### src/rtl/vmicro16_uart_rx_apb.sv
// APB slave UART receiver: 8N1 deserialiser feeding an RX FIFO, with DATA/STATUS registers and an irq.
// Latency: a byte reaches the FIFO on the cycle after its stop-bit sample, 2 synchroniser cycles after the line.
// Backpressure: none on the serial line; a frame that arrives while the FIFO is full is dropped and OVR is set.
module vmicro16_uart_rx_apb #(
  parameter int BUS_WIDTH    = 16,
  parameter int CLKS_PER_BIT = 868,
  parameter int FIFO_DEPTH   = 8
) (
  input  logic                 clk,
  input  logic                 reset,
  input  logic [15:0]          S_PADDR,
  input  logic                 S_PWRITE,
  input  logic                 S_PSELx,
  input  logic                 S_PENABLE,
  input  logic [BUS_WIDTH-1:0] S_PWDATA,
  output logic [BUS_WIDTH-1:0] S_PRDATA,
  output logic                 S_PREADY,
  input  logic                 rx_wire,
  output logic                 irq
);

  localparam int AW = $clog2(FIFO_DEPTH);
  localparam int CW = $clog2(CLKS_PER_BIT);
  localparam logic [CW-1:0] CNT_MAX  = CW'(CLKS_PER_BIT - 1);
  localparam logic [CW-1:0] CNT_HALF = CW'(CLKS_PER_BIT / 2 - 1);
  localparam logic [AW:0]   FILL_MAX = (AW + 1)'(FIFO_DEPTH);

  typedef enum logic [2:0] {IDLE, START, DATA, STOP, WAIT_HIGH} state_t;

  state_t        state;
  logic [CW-1:0] cnt;
  logic [2:0]    bit_idx;
  logic [7:0]    shreg;
  logic          rx_s1, rx_s2;

  logic [7:0]    mem [FIFO_DEPTH];
  logic [AW:0]   wptr, rptr, wptr_nxt, rptr_nxt, count;
  logic          empty, full, push, pop;
  logic          ovr, ferr;
  logic          stop_smp, set_ovr, set_ferr, clr_ovr, clr_ferr;
  logic          access, rd_data_acc;
  logic [15:0]   status;
  logic [7:0]    head;

  // Two-flop synchroniser on the serial input; idles high so reset looks like a quiet line
  always_ff @(posedge clk or negedge reset) begin
    if (!reset) begin
      rx_s1 <= 1'b1;
      rx_s2 <= 1'b1;
    end else begin
      rx_s1 <= rx_wire;
      rx_s2 <= rx_s1;
    end
  end

  // Frame receiver: start-bit validation at mid-bit, then one sample per bit period
  always_ff @(posedge clk or negedge reset) begin
    if (!reset) begin
      state   <= IDLE;
      cnt     <= '0;
      bit_idx <= '0;
      shreg   <= '0;
    end else begin
      case (state)
        IDLE: begin
          cnt <= '0;
          if (!rx_s2) state <= START;
        end
        START: begin
          if (cnt == CNT_HALF) begin
            cnt     <= '0;
            bit_idx <= '0;
            state   <= rx_s2 ? IDLE : DATA;
          end else begin
            cnt <= cnt + 1'b1;
          end
        end
        DATA: begin
          if (cnt == CNT_MAX) begin
            cnt   <= '0;
            shreg <= {rx_s2, shreg[7:1]};
            if (bit_idx == 3'd7) state <= STOP;
            else bit_idx <= bit_idx + 1'b1;
          end else begin
            cnt <= cnt + 1'b1;
          end
        end
        STOP: begin
          if (cnt == CNT_MAX) begin
            cnt   <= '0;
            state <= rx_s2 ? IDLE : WAIT_HIGH;
          end else begin
            cnt <= cnt + 1'b1;
          end
        end
        WAIT_HIGH: begin
          // A break keeps us here so it yields exactly one FERR
          if (rx_s2) state <= IDLE;
        end
        default: state <= IDLE;
      endcase
    end
  end

  // Bus decode and frame-completion events
  assign access      = S_PSELx & S_PENABLE;
  assign S_PREADY    = access;
  assign rd_data_acc = access & ~S_PWRITE & ~S_PADDR[0];
  assign clr_ovr     = access & S_PWRITE & S_PADDR[0] & S_PWDATA[2];
  assign clr_ferr    = access & S_PWRITE & S_PADDR[0] & S_PWDATA[3];

  assign count    = wptr - rptr;
  assign empty    = (wptr == rptr);
  assign full     = (count == FILL_MAX);
  assign head     = mem[rptr[AW-1:0]];
  assign pop      = rd_data_acc & ~empty;
  assign stop_smp = (state == STOP) && (cnt == CNT_MAX);
  // A pop in the same cycle frees the slot, so a full FIFO can still accept
  assign push     = stop_smp & rx_s2 & (~full | pop);
  assign set_ovr  = stop_smp & rx_s2 & full & ~pop;
  assign set_ferr = stop_smp & ~rx_s2;
  assign wptr_nxt = wptr + (AW + 1)'(push);
  assign rptr_nxt = rptr + (AW + 1)'(pop);

  // FIFO storage; contents need no reset because empty reads are masked
  always_ff @(posedge clk) begin
    if (push) mem[wptr[AW-1:0]] <= shreg;
  end

  // FIFO pointers, sticky error flags and irq, all updated on the same edge
  always_ff @(posedge clk or negedge reset) begin
    if (!reset) begin
      wptr <= '0;
      rptr <= '0;
      ovr  <= 1'b0;
      ferr <= 1'b0;
      irq  <= 1'b0;
    end else begin
      wptr <= wptr_nxt;
      rptr <= rptr_nxt;
      ovr  <= (ovr & ~clr_ovr) | set_ovr;
      ferr <= (ferr & ~clr_ferr) | set_ferr;
      irq  <= (wptr_nxt != rptr_nxt);
    end
  end

  assign status = {8'(count), 4'h0, ferr, ovr, full, ~empty};

  // Read mux: zero unless this slave is selected for a read
  always_comb begin
    S_PRDATA = '0;
    if (S_PSELx && !S_PWRITE) begin
      if (S_PADDR[0]) S_PRDATA = BUS_WIDTH'(status);
      else if (!empty) S_PRDATA = BUS_WIDTH'(head);
    end
  end

  logic unused_bits;
  assign unused_bits = ^{S_PADDR[15:1], S_PWDATA};

endmodule

### config.mk
export PLATFORM = sky130hd
export DESIGN_NAME = vmicro16_uart_rx_apb
export DESIGN_NICKNAME = d
export VERILOG_FILES = /design/src/rtl/vmicro16_uart_rx_apb.sv
export SDC_FILE = /design/constraint.sdc
export NUM_CORES = 1
export LEC_CHECK = 0
export CORE_MARGIN = 2
export CORE_UTILIZATION = 35
export CTS_BUF_LIST = sky130_fd_sc_hd__clkbuf_8
export CTS_CLUSTER_SIZE = 28
export DETAILED_ROUTE_END_ITERATION = 10
export DONT_BUFFER_PORTS = 1
export PLACE_DENSITY = 0.51
export SLEW_MARGIN = 25
export SYNTH_ARGS = -nofsm -noshare
export SYNTH_HDL_FRONTEND = slang
export SYNTH_SLANG_ARGS = --single-unit
export TNS_END_PERCENT = 30
### constraint.sdc
create_clock -name clk -period 4.07 [get_ports clk]
set_input_delay 0.814 -clock clk [delete_from_list [all_inputs] [get_ports clk]]
set_output_delay 0.814 -clock clk [all_outputs]
set_load 0.01 [all_outputs]
==> report_table.html, run 1 <==
<table>
<tr><th>Metric</th><th>Value</th></tr>
<tr><th colspan="2">Status</th></tr>
<tr><td>Outcome</td><td>finished clean</td></tr>
<tr><th colspan="2">Clock network</th></tr>
<tr><td>Number of buffers added by the clock tree synthesis step</td><td>9</td></tr>
<tr><td>Post CTS Setup Buffer Count</td><td>0</td></tr>
<tr><td>Number of sinks on the clock net</td><td>about 100</td></tr>
<tr><td>Post-CTS Hold Fix Bufs</td><td>0</td></tr>
<tr><td>Number of cells upsized or downsized after cts</td><td>0</td></tr>
<tr><td>Depth of the CTS H-tree</td><td>3</td></tr>
<tr><td>Number of buffers on the longest clock path</td><td>2</td></tr>
<tr><td>Clock-pin slew on the worst setup and hold paths</td><td>approximately 0.10 ns</td></tr>
<tr><td>CTS tree</td><td>built</td></tr>
<tr><td>Clk root buf</td><td>sky130_fd_sc_hd__clkbuf_8</td></tr>
<tr><td>Clock insertion delay at the later pin of the skew report</td><td>between 0.3 and 0.4 ns</td></tr>
<tr><th colspan="2">Die</th></tr>
<tr><td>I/O Pins</td><td>56</td></tr>
<tr><td>Floorplan Core Area</td><td>between 10000 and 15000 um2</td></tr>
<tr><td>Die width</td><td>118 um</td></tr>
<tr><td>Die ar.</td><td>approximately 14000 um2</td></tr>
<tr><td>Initial core utilization</td><td>between 30% and 40%</td></tr>
<tr><td>Vert. Die Dim</td><td>about 120 um</td></tr>
<tr><td>Num rows</td><td>between 40 and 50</td></tr>
<tr><th colspan="2">Setup path</th></tr>
<tr><td>Startpoint of the most critical register-to-register path</td><td>wptr[0]</td></tr>
<tr><td>Crit path max fanout</td><td>10</td></tr>
<tr><td>Worst stage delay on the critical path</td><td>about 0.44 ns</td></tr>
<tr><td>Worst setup path startpoint</td><td>wptr[0]</td></tr>
<tr><td>Crit path capture type</td><td>primary output</td></tr>
<tr><td>Required time of the critical path</td><td>3.26 ns</td></tr>
<tr><td>Signal arrival time at the worst endpoint</td><td>between 2 and 2.5 ns</td></tr>
<tr><td>Setup Crit Path Kind</td><td>flip-flop to primary output</td></tr>
<tr><td>Number of buffer and inverter stages on the critical path</td><td>3</td></tr>
<tr><td>Most common cell on crit path</td><td>sky130_fd_sc_hd__inv_1</td></tr>
<tr><td>Worst path cell trace</td><td>inv_1, ha_1, inv_1, fa_1, xnor2_1, nand3b_1, nor3_1, buf_4, o2bb2ai_1</td></tr>
<tr><td>Slowest stage cell, crit path</td><td>sky130_fd_sc_hd__dfrtp_1</td></tr>
<tr><td>Worst path top cell family by delay</td><td>adder cells</td></tr>
<tr><td>Critical Path Start Type</td><td>flip-flop</td></tr>
<tr><th colspan="2">Synthesis</th></tr>
<tr><td>Mapped Cells</td><td>314</td></tr>
<tr><td>Number of warnings issued by yosys</td><td>0</td></tr>
<tr><td>Synth Cell Area</td><td>between 4000 and 5000 um2</td></tr>
<tr><td>Most frequently used flop master after synthesis</td><td>sky130_fd_sc_hd__edfxtp_1</td></tr>
<tr><td>Synth async-reset ratio</td><td>36.6%</td></tr>
<tr><td>#FFs+latches synth</td><td>~100</td></tr>
<tr><td>Number of distinct library cell variants in the gate-level netlist after synthesis</td><td>51</td></tr>
<tr><td>Synthesized area per cell</td><td>roughly 15 um2</td></tr>
<tr><td>Number of enable-type register cells in the synthesized netlist</td><td>64</td></tr>
<tr><td>Portion of the post-synthesis area used by sequential elements</td><td>62.5%</td></tr>
<tr><th colspan="2">Pwr</th></tr>
<tr><td>Leakage Power</td><td>between 0.0015 and 0.002 uW</td></tr>
<tr><td>Clock share of power</td><td>approximately 28%</td></tr>
<tr><td>Relative contribution of combinational cells to total power</td><td>between 10% and 20%</td></tr>
<tr><td>Share of total power consumed by net switching</td><td>29.5%</td></tr>
<tr><td>Internal power component</td><td>around 1500 uW</td></tr>
<tr><td>Worst vdd rail ir drop</td><td>0.000162 V</td></tr>
<tr><td>Sw power</td><td>between 600 and 700 uW</td></tr>
<tr><td>Cell area power density</td><td>about 420 nW/um2</td></tr>
<tr><td>Power share of the sequential group</td><td>53.0%</td></tr>
<tr><th colspan="2">Placed design</th></tr>
<tr><td>RePlAce Congestion</td><td>between 0.7 and 0.8</td></tr>
<tr><td>Buffers added on ports</td><td>0</td></tr>
<tr><td>Post-detailed-placement half-perimeter wirelength</td><td>5.94 mm</td></tr>
<tr><td>Placed cell areas</td><td>just under 5000 um2</td></tr>
<tr><th colspan="2">Layout</th></tr>
<tr><td>Fraction of layout cells with a size suffix above 1</td><td>20.1%</td></tr>
<tr><td>Most frequent standard cell in the layout excluding fill and tap cells</td><td>sky130_fd_sc_hd__edfxtp_1</td></tr>
<tr><td>Total non-filler cell area in the finished layout</td><td>5000 um2</td></tr>
<tr><td>Area delta synth-&gt;final</td><td>9.54%</td></tr>
<tr><td>Filler Cells Inserted</td><td>~1200</td></tr>
<tr><td>Total Nets Final</td><td>roughly 380</td></tr>
<tr><td>Antenna diode count</td><td>0</td></tr>
<tr><td>Commonest cells after routing, fill and taps aside</td><td>64 x sky130_fd_sc_hd__edfxtp_1, 35 x sky130_fd_sc_hd__dfrtp_1, 28 x sky130_fd_sc_hd__nand2_1</td></tr>
<tr><td>Utilization after layout</td><td>between 30% and 40%</td></tr>
<tr><th colspan="2">Drt</th></tr>
<tr><td>Total Wirelength</td><td>about 8.6 mm</td></tr>
<tr><td>Drt via density</td><td>4.97</td></tr>
<tr><td>Count of routing violations after the opening detailed-route iteration</td><td>180</td></tr>
<tr><td>Routed wl met2</td><td>between 3 and 4 mm</td></tr>
<tr><td>Highest metal layer with signal wires</td><td>met4</td></tr>
<tr><td>1st-pass router iterations</td><td>4</td></tr>
<tr><td>Detailed-route wire length on metal 1</td><td>4.13 mm</td></tr>
<tr><td>Vias</td><td>between 2000 and 3000</td></tr>
<tr><td>Routed len/inst</td><td>~17 um</td></tr>
<tr><td>Metal3 WL</td><td>roughly 320 um</td></tr>
<tr><td>Post-route DRC</td><td>0</td></tr>
<tr><td>Antenna Nets Post-Route</td><td>0</td></tr>
<tr><th colspan="2">Timing</th></tr>
<tr><td>Post-Route Skew</td><td>~0.011 ns</td></tr>
<tr><td>Fin crit share</td><td>about four fifths</td></tr>
<tr><td>Final hold vios</td><td>0</td></tr>
<tr><td>Fin crit period</td><td>around 3.3 ns</td></tr>
<tr><td>Unrepaired setup endpoints after global routing</td><td>no</td></tr>
<tr><td>Number of slew-limit violations in the final report</td><td>0</td></tr>
<tr><td>Final hold slack</td><td>around 0.12 ns</td></tr>
<tr><td>Relative slew slack</td><td>about two thirds</td></tr>
<tr><td>Final total negative setup slack</td><td>0 ns</td></tr>
<tr><td>Measured slew at the worst slew-check pin</td><td>0.503 ns</td></tr>
<tr><td>Count of endpoints failing setup in the final report</td><td>0</td></tr>
<tr><td>Peak clock frequency supported by timing</td><td>around 300 MHz</td></tr>
<tr><th colspan="2">Job</th></tr>
<tr><td>Max Cap Violations</td><td>0</td></tr>
<tr><th colspan="2">Global route</th></tr>
<tr><td>Number of global-route vias before repair</td><td>roughly 2700</td></tr>
<tr><td>Largest net degree at the start of global routing</td><td>38</td></tr>
<tr><td>GR Overflow Total</td><td>0</td></tr>
<tr><td>GRT Total Usage</td><td>about 14%</td></tr>
<tr><td>Antenna violations before repair</td><td>0</td></tr>
<tr><td>Wire length of the first global-routing pass</td><td>~15 mm</td></tr>
<tr><th colspan="2">Hold path</th></tr>
<tr><td>Kind of path behind the tightest hold check</td><td>primary input to asynchronous set/reset pin</td></tr>
</table>
area by class of cell:
| class | count | area (um2) | area share [%] |
|---|---|---|---|
| repair buffers | 13 | 97.6 | 1.95 |
| inverters | 14 | 52.6 | 1.05 |
| flip-flops and latches | 101 | 2850 | 57.0 |
| well taps | 172 | 215 | 4.31 |
| clock buffers | 9 | 124 | 2.48 |
| clock inverters | 7 | 56.3 | 1.13 |
| multi-input cells | 189 | 1600 | 32.0 |
worst register-to-register path, cell delays in order, from the launching register on:
cell                       delay, ns
sky130_fd_sc_hd__dfrtp_1        0.44
sky130_fd_sc_hd__inv_1          0.10
sky130_fd_sc_hd__ha_1           0.17
sky130_fd_sc_hd__inv_1          0.05
sky130_fd_sc_hd__fa_1           0.37
sky130_fd_sc_hd__xnor2_1        0.20
sky130_fd_sc_hd__nand3b_1       0.10
sky130_fd_sc_hd__nor3_1         0.20
sky130_fd_sc_hd__a21oi_1        0.14
sky130_fd_sc_hd__ha_1           0.22
sky130_fd_sc_hd__ha_1           0.19
sky130_fd_sc_hd__xor2_1         0.18
sky130_fd_sc_hd__xor2_1         0.16
sky130_fd_sc_hd__or4_1          0.53
per-stage QoR:
| step | instances | total power [uW] | setup WS [ns] |
|---|---|---|---|
| finish | 505 | 2110 | 0.797 |
| global route | 505 | 2240 | 0.561 |
| CTS | 505 | 2160 | 0.766 |
| detailed placement | 489 | 1550 | 0.910 |
| global placement | 489 | 1550 | 0.879 |
| floorplan | 317 | 1440 | 0.329 |
cells in the mapped netlist, types with 4 or more instances:
cell,n,area [um2]
sky130_fd_sc_hd__buf_2,4,20.0
sky130_fd_sc_hd__nand3_1,9,45.0
sky130_fd_sc_hd__mux4_2,16,360
sky130_fd_sc_hd__dfrtp_1,35,876
sky130_fd_sc_hd__nor2b_1,6,37.5
sky130_fd_sc_hd__nand2_1,28,105
sky130_fd_sc_hd__xnor2_1,5,43.8
sky130_fd_sc_hd__nand4_1,4,25.0
sky130_fd_sc_hd__inv_1,12,45.0
sky130_fd_sc_hd__and3_1,4,25.0
sky130_fd_sc_hd__and2_1,4,25.0
sky130_fd_sc_hd__clkbuf_1,4,15.0
sky130_fd_sc_hd__a2111oi_2,6,90.1
sky130_fd_sc_hd__nor2_1,19,71.3
sky130_fd_sc_hd__edfxtp_1,64,1920
sky130_fd_sc_hd__mux2_2,8,90.1
sky130_fd_sc_hd__ha_1,11,138
sky130_fd_sc_hd__buf_4,4,30.0
sky130_fd_sc_hd__nand2b_1,4,25.0
sky130_fd_sc_hd__o21ai_0,7,35.0
sky130_fd_sc_hd__a21oi_1,10,50.1
sky130_fd_sc_hd__xor2_1,11,96.3
sky130_fd_sc_hd__mux2i_1,5,50.1
layer usage:
metal,up-vias,track usage [%]
li1,1193,-
met1,1260,18.7
met2,42,20.8
met3,13,3.57
met4,0,5.80
met5,-,0
path summary, 6_finish.rpt:
kind | end | slack [ns] | cells past startpoint
hold / removal | bit_idx[1] | 0.12 | 0
min in group clk | rx_s2 | 0.36 | 0
setup / recovery | S_PRDATA[1] | 0.80 | 9
setup reg to reg | irq | 0.88 | 13
hold reg to reg | rx_s2 | 0.36 | 0
max in group asynchronous | rx_s2 | 3.78 | 0
flip-flops by register name, indices dropped and copies added (netlist names):
signal   cells
rptr         4
bit_idx      3
cnt         10
state        3
wptr         4
ovr          1
irq          1
ferr         1
rx_s2        1
shreg        8
mem         64
rx_s1        1
power groups by stage:
stage / clock network (uW) / registers (uW) / logic [uW]
after global routing: 671 / 1120 / 445
after CTS: 628 / 1120 / 408
after global placement: 0 / 1140 / 405
after detailed placement: 0 / 1140 / 406
final: 598 / 1120 / 393
after floorplan: 0 / 1140 / 304
kinds of logic after synthesis:
logic type / share of synthesized area (%)
DFF: 62.5
and+or+nand+nor: 10.3
AOI/OAI and AO/OA: 6.72
muxes: 11.2
buffers and inverters: 2.66
xor gates and xnor gates: 3.07
adders and majority gates: 3.46
other: 0.0822
(Power assumes the default switching activity.)
==> inputs of run 2 (changes only) <==
- ABC_AREA: not set -> 1
- PLACE_DENSITY: 0.51 -> 0.53
- clock period: 4.07 -> 2.7 ns (I/O delays scaled with it)
==> report_table.html, run 2 <==
<table>
<tr><th>Metric</th><th>Value</th></tr>
<tr><th colspan="2">Layout</th></tr>
<tr><td>Total non-filler cell area in the finished layout</td><td>5340 um2 (was 5000 um2)</td></tr>
<tr><td>Area of combinational cells with multiple inputs</td><td>1640 um2 (was 1600 um2)</td></tr>
<tr><td>Filler Cells Inserted</td><td>1335 (was 1212)</td></tr>
<tr><td>Flip-flop count of the largest register after layout</td><td>64 (unchanged)</td></tr>
<tr><td>Area delta synth-&gt;final</td><td>12.5% (was 9.54%)</td></tr>
<tr><td>Fraction of layout cells with a size suffix above 1</td><td>15.0% (was 20.1%)</td></tr>
<tr><td>Flip-flop and latch area</td><td>2850 um2 (unchanged)</td></tr>
<tr><td>Commonest cells after routing, fill and taps aside</td><td>87 x sky130_fd_sc_hd__nand2_1, 65 x sky130_fd_sc_hd__nor2_1, 64 x sky130_fd_sc_hd__edfxtp_1 (was 64 x sky130_fd_sc_hd__edfxtp_1, 35 x sky130_fd_sc_hd__dfrtp_1, 28 x sky130_fd_sc_hd__nand2_1)</td></tr>
<tr><td>Total Nets Final</td><td>552 (was 378)</td></tr>
<tr><td>Antenna diode count</td><td>0 (unchanged)</td></tr>
<tr><td>Utilization after layout</td><td>40.3% (was 39.4%)</td></tr>
<tr><td>Most frequent standard cell in the layout excluding fill and tap cells</td><td>sky130_fd_sc_hd__nand2_1 (was sky130_fd_sc_hd__edfxtp_1)</td></tr>
<tr><th colspan="2">Drt</th></tr>
<tr><td>1st-pass router iterations</td><td>4 (unchanged)</td></tr>
<tr><td>Routed len/inst</td><td>14.9 um (was 17.0 um)</td></tr>
<tr><td>Count of routing violations after the opening detailed-route iteration</td><td>220 (was 180)</td></tr>
<tr><td>Drt via density</td><td>4.88 (was 4.97)</td></tr>
<tr><td>Antenna Nets Post-Route</td><td>0 (unchanged)</td></tr>
<tr><td>Post-route DRC</td><td>0 (unchanged)</td></tr>
<tr><td>Total Wirelength</td><td>10.2 mm (was 8.60 mm)</td></tr>
<tr><td>Vias</td><td>3336 (was 2508)</td></tr>
<tr><th colspan="2">Job</th></tr>
<tr><td>Max Cap Violations</td><td>0 (unchanged)</td></tr>
<tr><th colspan="2">Timing</th></tr>
<tr><td>Least setup slack across all paths after layout</td><td>0.0975 ns (was 0.797 ns)</td></tr>
<tr><td>Fin crit share</td><td>96.4%</td></tr>
<tr><td>Fin crit period</td><td>between 2 and 3 ns</td></tr>
<tr><td>Number of slew-limit violations in the final report</td><td>0 (unchanged)</td></tr>
<tr><td>Final hold vios</td><td>0 (unchanged)</td></tr>
<tr><td>Post-Route Skew</td><td>0.0143 ns (was 0.0108 ns)</td></tr>
<tr><td>Unrepaired setup endpoints after global routing</td><td>yes (was no)</td></tr>
<tr><td>Final total negative setup slack</td><td>0 ns (unchanged)</td></tr>
<tr><td>Peak clock frequency supported by timing</td><td>just under 400 MHz</td></tr>
<tr><td>Count of endpoints failing setup in the final report</td><td>0 (unchanged)</td></tr>
<tr><th colspan="2">Setup path</th></tr>
<tr><td>Worst-case register-to-register setup slack</td><td>0.1 ns (was 0.88 ns)</td></tr>
<tr><td>Setup Crit Path Kind</td><td>flip-flop to flip-flop (was flip-flop to primary output)</td></tr>
<tr><td>Crit path capture type</td><td>flip-flop (was primary output)</td></tr>
<tr><td>Crit path max fanout</td><td>2 (was 10)</td></tr>
<tr><td>Critical Path Start Type</td><td>flip-flop (unchanged)</td></tr>
<tr><td>Slowest stage cell, crit path</td><td>sky130_fd_sc_hd__dfrtp_1 (unchanged)</td></tr>
<tr><td>Required time of the critical path</td><td>2.97 ns (was 3.26 ns)</td></tr>
<tr><td>Signal arrival time at the worst endpoint</td><td>2.88 ns (was 2.46 ns)</td></tr>
<tr><td>Worst path cell trace</td><td>inv_2, ha_1, inv_2, fa_1, xor2_1, nor2_2, nand3_2, nand2_4, inv_1, ha_2, ha_4, xor2_2, xor2_1, nor2_1, nand2_1 (was inv_1, ha_1, inv_1, fa_1, xnor2_1, nand3b_1, nor3_1, buf_4, o2bb2ai_1)</td></tr>
<tr><td>Worst stage delay on the critical path</td><td>0.40 ns (was 0.44 ns)</td></tr>
<tr><th colspan="2">Pwr</th></tr>
<tr><td>Leakage Power</td><td>0.00236 uW (was 0.00172 uW)</td></tr>
<tr><td>Clock share of power</td><td>38.2% (was 28.3%)</td></tr>
<tr><td>Cell area power density</td><td>506 nW/um2 (was 422 nW/um2)</td></tr>
<tr><td>Internal power component</td><td>2090 uW (was 1490 uW)</td></tr>
<tr><td>Sw power</td><td>605 uW (was 624 uW)</td></tr>
<tr><td>Share of total power consumed by net switching</td><td>22.4% (was 29.5%)</td></tr>
<tr><td>Power share of the sequential group</td><td>60.7% (was 53.0%)</td></tr>
<tr><td>Worst vdd rail ir drop</td><td>0.000203 V (was 0.000162 V)</td></tr>
<tr><td>Relative contribution of combinational cells to total power</td><td>1.1% (was 18.6%)</td></tr>
<tr><th colspan="2">Synthesis</th></tr>
<tr><td>Top cells by area, synth</td><td>sky130_fd_sc_hd__edfxtp_1 41%, sky130_fd_sc_hd__dfrtp_1 18%, sky130_fd_sc_hd__nand2_1 6.9% (was sky130_fd_sc_hd__edfxtp_1 42%, sky130_fd_sc_hd__dfrtp_1 19%, sky130_fd_sc_hd__mux4_2 7.9%)</td></tr>
<tr><td>Number of warnings issued by yosys</td><td>0 (unchanged)</td></tr>
<tr><td>#FFs+latches synth</td><td>101 (unchanged)</td></tr>
<tr><td>Mapped Cells</td><td>479 (was 314)</td></tr>
<tr><td>Leading cell type by number of instances after synthesis</td><td>sky130_fd_sc_hd__nand2_1 (was sky130_fd_sc_hd__edfxtp_1)</td></tr>
<tr><td>Post-synth top cells</td><td>87 x sky130_fd_sc_hd__nand2_1, 66 x sky130_fd_sc_hd__nor2_1, 64 x sky130_fd_sc_hd__edfxtp_1 (was 64 x sky130_fd_sc_hd__edfxtp_1, 35 x sky130_fd_sc_hd__dfrtp_1, 28 x sky130_fd_sc_hd__nand2_1)</td></tr>
<tr><td>Synth async-reset ratio</td><td>36.6% (unchanged)</td></tr>
<tr><td>Number of enable-type register cells in the synthesized netlist</td><td>64 (unchanged)</td></tr>
<tr><td>Synthesized area per cell</td><td>9.90 um2 (was 14.5 um2)</td></tr>
<tr><td>Synth Cell Area</td><td>4740 um2 (was 4560 um2)</td></tr>
<tr><td>Most frequently used flop master after synthesis</td><td>sky130_fd_sc_hd__edfxtp_1 (unchanged)</td></tr>
<tr><td>Portion of the post-synthesis area used by sequential elements</td><td>60.1% (was 62.5%)</td></tr>
<tr><td>Leading area contributor after synthesis</td><td>sky130_fd_sc_hd__edfxtp_1 (unchanged)</td></tr>
<tr><td>Number of distinct library cell variants in the gate-level netlist after synthesis</td><td>36 (was 51)</td></tr>
<tr><td>Portion of synthesized cell area occupied by the leading cell type</td><td>40.5% (was 42.1%)</td></tr>
<tr><th colspan="2">Clock network</th></tr>
<tr><td>Clock-pin slew on the worst setup and hold paths</td><td>0.11 ns (was 0.10 ns)</td></tr>
<tr><td>Number of buffers on the longest clock path</td><td>2 (unchanged)</td></tr>
<tr><td>Depth of the CTS H-tree</td><td>3 (unchanged)</td></tr>
<tr><td>Clk root buf</td><td>sky130_fd_sc_hd__clkbuf_8 (unchanged)</td></tr>
<tr><td>Clock insertion delay at the later pin of the skew report</td><td>0.39 ns (was 0.38 ns)</td></tr>
<tr><td>Number of sinks on the clock net</td><td>101 (unchanged)</td></tr>
<tr><td>Number of buffers added by the clock tree synthesis step</td><td>9 (unchanged)</td></tr>
<tr><td>Post CTS Setup Buffer Count</td><td>0 (unchanged)</td></tr>
<tr><td>CTS tree</td><td>built (unchanged)</td></tr>
<tr><th colspan="2">Global route</th></tr>
<tr><td>Number of global-route vias before repair</td><td>3137 (was 2662)</td></tr>
<tr><td>Largest net degree at the start of global routing</td><td>38 (unchanged)</td></tr>
<tr><td>GRT Total Usage</td><td>14.8% (was 13.7%)</td></tr>
<tr><td>Antenna violations before repair</td><td>0 (unchanged)</td></tr>
<tr><td>GR Overflow Total</td><td>0 (unchanged)</td></tr>
<tr><td>Wire length of the first global-routing pass</td><td>16.3 mm (was 14.7 mm)</td></tr>
<tr><th colspan="2">Status</th></tr>
<tr><td>Outcome</td><td>finished clean (unchanged)</td></tr>
<tr><th colspan="2">Die</th></tr>
<tr><td>I/O Pins</td><td>56 (unchanged)</td></tr>
<tr><td>Initial core utilization</td><td>35.8% (was 36.0%)</td></tr>
<tr><td>Die ar.</td><td>14500 um2 (was 14000 um2)</td></tr>
<tr><td>Die width</td><td>120 um (was 118 um)</td></tr>
<tr><td>Floorplan Core Area</td><td>13200 um2 (was 12700 um2)</td></tr>
<tr><td>Vert. Die Dim</td><td>120 um (was 118 um)</td></tr>
<tr><td>Num rows</td><td>42 (was 41)</td></tr>
<tr><th colspan="2">Placed design</th></tr>
<tr><td>Post-detailed-placement half-perimeter wirelength</td><td>6.74 mm (was 5.94 mm)</td></tr>
<tr><td>RePlAce Congestion</td><td>0.834 (was 0.792)</td></tr>
<tr><td>Setup Slack @ Placement</td><td>0.0181 ns (was 0.910 ns)</td></tr>
<tr><td>Placed cell areas</td><td>5050 um2 (was 4820 um2)</td></tr>
<tr><td>Buffers added on ports</td><td>0 (unchanged)</td></tr>
<tr><th colspan="2">Hold path</th></tr>
<tr><td>Kind of path behind the tightest hold check</td><td>primary input to flip-flop (was primary input to asynchronous set/reset pin)</td></tr>
</table>
[run 2: logic make-up after synthesis]
family                   Yosys count  synth area share (%)
AND/OR/NAND/NOR                  210                  19.0
flip-flops                       101                  60.1
AO/OA/AOI/OAI                     77                  9.32
buffers and inverters             69                  6.47
adder cells (fa/ha/maj)           12                  3.33
XOR/XNOR                           9                  1.66
other                              1                0.0791
[run 2: layout make-up]
type	count	area share (%)
Clock inverter	7	1.62
Sequential cell	101	53.4
Timing Repair Buffer	27	4.15
Clock buffer	9	2.32
Tap cell	176	4.13
Inverter	51	3.64
Multi-Input combinational cell	312	30.7
[run 2: critical path: cells and delay by family, from the launching register on]
kind                     cells  cell delay (ns)
AND/OR/NAND/NOR              5             0.54
XOR/XNOR                     3             0.49
flip-flops                   1             0.40
adder cells (fa/ha/maj)      4             0.91
buffers and inverters        3             0.17
[run 2: per-stage QoR]
step                std cells  total power, uW  hold WS, ns
floorplan                 482             1690        0.244
global placement          665             1690        0.245
detailed placement        665             1690        0.245
CTS                       683             2730        0.111
global route              683             2800        0.110
finish                    683             2700        0.134
[run 2: worst paths after layout]
path,cells after the start,from,endpoint
worst max register to register,15,wptr[0],irq
worst min-delay path,0,rx_wire,rx_s1
worst min register to register,0,rx_s1,rx_s2
worst max-delay path,15,wptr[0],irq
max in group asynchronous,2,reset,rx_s1
min in group asynchronous,2,reset,bit_idx[0]
[run 2: what timing repair did]
item / in CTS / in global routing
cloned: 0 / 0
hold buffers: 2 / 0
resized for setup: 1 / 12
pin swaps: 0 / 4
setup endpoints to repair: 1 / 8
hold endpoints to repair: 37 / 0
[run 2: layer usage]
layer	track usage, %	part of all wire (%)	up-vias
li1	-	-	1645
met1	19.8	46	1617
met2	23.9	49	63
met3	2.45	3.3	11
met4	6.47	1.4	0
met5	0	0	-
[run 2: power groups by stage]
stage          registers [uW]  clock network, uW  logic, uW
5_1_grt                  1640               1120       35.9
3_3_place_gp             1670                  0       15.1
3_5_place_dp             1670                  0       15.1
4_1_cts                  1640               1060       32.0
6_report                 1640               1030       30.7
2_1_floorplan            1670                  0       16.1
==> inputs of run 3 (changes only) <==
- MAX_ROUTING_LAYER: not set -> met4
==> report_table.html, run 3 (synthesis results as in run 2) <==
<table>
<tr><th>Metric</th><th>Value</th></tr>
<tr><th colspan="2">Drt</th></tr>
<tr><td>Total Wirelength</td><td>10.2 mm (about the same)</td></tr>
<tr><td>1st-pass router iterations</td><td>4 (unchanged)</td></tr>
<tr><td>Post-route DRC</td><td>0 (unchanged)</td></tr>
<tr><td>Vias</td><td>3330 (was 3336)</td></tr>
<tr><td>Drt via density</td><td>4.88 (about the same)</td></tr>
<tr><td>Routed len/inst</td><td>14.9 um (about the same)</td></tr>
<tr><td>Antenna Nets Post-Route</td><td>0 (unchanged)</td></tr>
<tr><td>Count of routing violations after the opening detailed-route iteration</td><td>237 (was 220)</td></tr>
<tr><th colspan="2">Clock network</th></tr>
<tr><td>Post CTS Setup Buffer Count</td><td>0 (unchanged)</td></tr>
<tr><td>Depth of the CTS H-tree</td><td>3 (unchanged)</td></tr>
<tr><td>Number of buffers on the longest clock path</td><td>2 (unchanged)</td></tr>
<tr><td>CTS tree</td><td>built (unchanged)</td></tr>
<tr><td>Clock-pin slew on the worst setup and hold paths</td><td>0.11 ns (about the same)</td></tr>
<tr><td>Number of buffers added by the clock tree synthesis step</td><td>9 (unchanged)</td></tr>
<tr><td>Number of sinks on the clock net</td><td>101 (unchanged)</td></tr>
<tr><td>Clock insertion delay at the later pin of the skew report</td><td>0.39 ns (about the same)</td></tr>
<tr><td>Clk root buf</td><td>sky130_fd_sc_hd__clkbuf_8 (unchanged)</td></tr>
<tr><th colspan="2">Global route</th></tr>
<tr><td>GR Overflow Total</td><td>0 (unchanged)</td></tr>
<tr><td>Largest net degree at the start of global routing</td><td>38 (unchanged)</td></tr>
<tr><td>GRT Total Usage</td><td>15.3% (was 14.8%)</td></tr>
<tr><td>Wire length of the first global-routing pass</td><td>16.3 mm (about the same)</td></tr>
<tr><td>Antenna violations before repair</td><td>0 (unchanged)</td></tr>
<tr><td>Number of global-route vias before repair</td><td>3133 (was 3137)</td></tr>
<tr><th colspan="2">Die</th></tr>
<tr><td>Floorplan Core Area</td><td>13200 um2 (unchanged)</td></tr>
<tr><td>I/O Pins</td><td>56 (unchanged)</td></tr>
<tr><td>Die ar.</td><td>14500 um2 (unchanged)</td></tr>
<tr><td>Initial core utilization</td><td>35.8% (unchanged)</td></tr>
<tr><td>Die width</td><td>120 um (unchanged)</td></tr>
<tr><td>Num rows</td><td>42 (unchanged)</td></tr>
<tr><td>Vert. Die Dim</td><td>120 um (unchanged)</td></tr>
<tr><th colspan="2">Setup path</th></tr>
<tr><td>Worst path cell trace</td><td>inv_2, ha_1, inv_2, fa_1, xor2_1, nor2_2, nand3_2, nand2_4, inv_1, ha_2, ha_4, xor2_2, xor2_1, nor2_1, nand2_1 (unchanged)</td></tr>
<tr><td>Setup Crit Path Kind</td><td>flip-flop to flip-flop (unchanged)</td></tr>
<tr><td>Number of buffer and inverter stages on the critical path</td><td>3 (unchanged)</td></tr>
<tr><td>Crit path max fanout</td><td>2 (unchanged)</td></tr>
<tr><td>Critical Path Start Type</td><td>flip-flop (unchanged)</td></tr>
<tr><td>Crit path capture type</td><td>flip-flop (unchanged)</td></tr>
<tr><td>Required time of the critical path</td><td>2.97 ns (about the same)</td></tr>
<tr><td>Worst stage delay on the critical path</td><td>0.40 ns (about the same)</td></tr>
<tr><td>Slowest stage cell, crit path</td><td>sky130_fd_sc_hd__dfrtp_1 (unchanged)</td></tr>
<tr><td>Signal arrival time at the worst endpoint</td><td>2.86 ns (was 2.88 ns)</td></tr>
<tr><td>Worst path top cell family by delay</td><td>adder cells (unchanged)</td></tr>
<tr><th colspan="2">Timing</th></tr>
<tr><td>Count of endpoints failing setup in the final report</td><td>0 (unchanged)</td></tr>
<tr><td>Peak clock frequency supported by timing</td><td>387 MHz (was 384 MHz)</td></tr>
<tr><td>Unrepaired setup endpoints after global routing</td><td>yes (unchanged)</td></tr>
<tr><td>Fin crit period</td><td>2.59 ns (was 2.60 ns)</td></tr>
<tr><td>Number of slew-limit violations in the final report</td><td>0 (unchanged)</td></tr>
<tr><td>Post-Route Skew</td><td>0.0151 ns (was 0.0143 ns)</td></tr>
<tr><td>Final hold vios</td><td>0 (unchanged)</td></tr>
<tr><td>Final total negative setup slack</td><td>0 ns (unchanged)</td></tr>
<tr><td>Least setup slack across all paths after layout</td><td>0.114 ns (was 0.0975 ns)</td></tr>
<tr><td>Fin crit share</td><td>95.8% (was 96.4%)</td></tr>
<tr><th colspan="2">Placed design</th></tr>
<tr><td>RePlAce Congestion</td><td>0.847 (was 0.834)</td></tr>
<tr><td>Buffers added on ports</td><td>0 (unchanged)</td></tr>
<tr><td>Setup Slack @ Placement</td><td>0.0181 ns (unchanged)</td></tr>
<tr><td>Post-detailed-placement half-perimeter wirelength</td><td>6.74 mm (unchanged)</td></tr>
<tr><td>Placed Cells incl. Taps</td><td>665 (unchanged)</td></tr>
<tr><th colspan="2">Pwr</th></tr>
<tr><td>Share of total power consumed by net switching</td><td>22.4% (about the same)</td></tr>
<tr><td>Clock share of power</td><td>38.2% (about the same)</td></tr>
<tr><td>Relative contribution of combinational cells to total power</td><td>1.1% (about the same)</td></tr>
<tr><td>Worst vdd rail ir drop</td><td>0.000202 V (was 0.000203 V)</td></tr>
<tr><td>Power share of the sequential group</td><td>60.7% (about the same)</td></tr>
<tr><td>Internal power component</td><td>2090 uW (unchanged)</td></tr>
<tr><td>Sw power</td><td>604 uW (was 605 uW)</td></tr>
<tr><td>Cell area power density</td><td>505 nW/um2 (was 506 nW/um2)</td></tr>
<tr><td>Leakage Power</td><td>0.00236 uW (unchanged)</td></tr>
<tr><th colspan="2">Layout</th></tr>
<tr><td>Filler Cells Inserted</td><td>1335 (unchanged)</td></tr>
<tr><td>Non-filler instance count after layout</td><td>683 (unchanged)</td></tr>
<tr><td>Fraction of layout cells with a size suffix above 1</td><td>15.0% (unchanged)</td></tr>
<tr><td>Antenna diode count</td><td>0 (unchanged)</td></tr>
<tr><td>Flip-flop count of the largest register after layout</td><td>64 (unchanged)</td></tr>
<tr><td>Commonest cells after routing, fill and taps aside</td><td>87 x sky130_fd_sc_hd__nand2_1, 65 x sky130_fd_sc_hd__nor2_1, 64 x sky130_fd_sc_hd__edfxtp_1 (unchanged)</td></tr>
<tr><td>Area delta synth-&gt;final</td><td>12.5% (unchanged)</td></tr>
<tr><td>Utilization after layout</td><td>40.3% (unchanged)</td></tr>
<tr><td>Most frequent standard cell in the layout excluding fill and tap cells</td><td>sky130_fd_sc_hd__nand2_1 (unchanged)</td></tr>
<tr><td>Total Nets Final</td><td>552 (unchanged)</td></tr>
<tr><th colspan="2">Hold path</th></tr>
<tr><td>Kind of path behind the tightest hold check</td><td>primary input to flip-flop (unchanged)</td></tr>
<tr><th colspan="2">Job</th></tr>
<tr><td>Max Cap Violations</td><td>0 (unchanged)</td></tr>
<tr><th colspan="2">Status</th></tr>
<tr><td>Outcome</td><td>finished clean (unchanged)</td></tr>
</table>
-- run 3: cell type report --
| type | count | area [um2] | share of cell area, % |
|---|---|---|---|
| Sequential cell | 101 | 2850 | 53.4 |
| Clock buffer | 9 | 124 | 2.32 |
| Tap cell | 176 | 220 | 4.13 |
| Inverter | 51 | 194 | 3.64 |
| Timing Repair Buffer | 27 | 221 | 4.15 |
| Clock inverter | 7 | 86.3 | 1.62 |
| Multi-Input combinational cell | 312 | 1640 | 30.7 |
-- run 3: power by group through the flow --
stage,clock network (uW),logic (uW),registers (uW)
2_1_floorplan,0,16.1,1670
3_3_place_gp,0,15.1,1670
3_5_place_dp,0,15.1,1670
4_1_cts,1060,32.0,1640
5_1_grt,1120,35.9,1640
6_report,1030,30.5,1640
-- run 3: final timing paths --
| path | cells past startpoint | from | slack [ns] | to |
|---|---|---|---|---|
| max | 15 | wptr[0] | 0.11 | irq |
| min | 0 | rx_wire | 0.13 | rx_s1 |
| max in group asynchronous | 2 | reset | 1.84 | rx_s1 |
| max reg2reg | 15 | wptr[0] | 0.11 | irq |
| min in group asynchronous | 2 | reset | 0.62 | bit_idx[0] |
| min reg2reg | 0 | rx_s1 | 0.36 | rx_s2 |
-- run 3: what timing repair did --
| action | in CTS | in global routing |
|---|---|---|
| endpoints found under the setup margin | 1 | 8 |
| gates resized for setup | 1 | 12 |
| pin swaps | 0 | 4 |
| endpoints found under the hold margin | 37 | 0 |
| hold buffers | 2 | 0 |
-- run 3: per-stage QoR --
step | instance area, um2 | hold WS, ns | power, uW
after floorplan | 4750 | 0.244 | 1690
after global placement | 5050 | 0.245 | 1690
after detailed placement | 5050 | 0.245 | 1690
after CTS | 5290 | 0.111 | 2730
after global routing | 5340 | 0.107 | 2790
final | 5340 | 0.133 | 2700
-- run 3: worst reg2reg max path: cells and delay by family (launching register included) --
family        cells  cell delay [ns]
flops             1             0.40
buf+inv           3             0.17
simple gates      5             0.52
fa+ha+maj         4             0.91
xor+xnor          3             0.48
-- run 3: layer usage --
layer  GRT usage (%)  vias to the layer above  part of all wire [%]
li1                -                     1647                     -
met5               -                        -                     0
met2            24.0                       78                    49
met4            6.47                        0                   1.2
met3            2.59                        8                   4.1
met1            19.7                     1597                    46
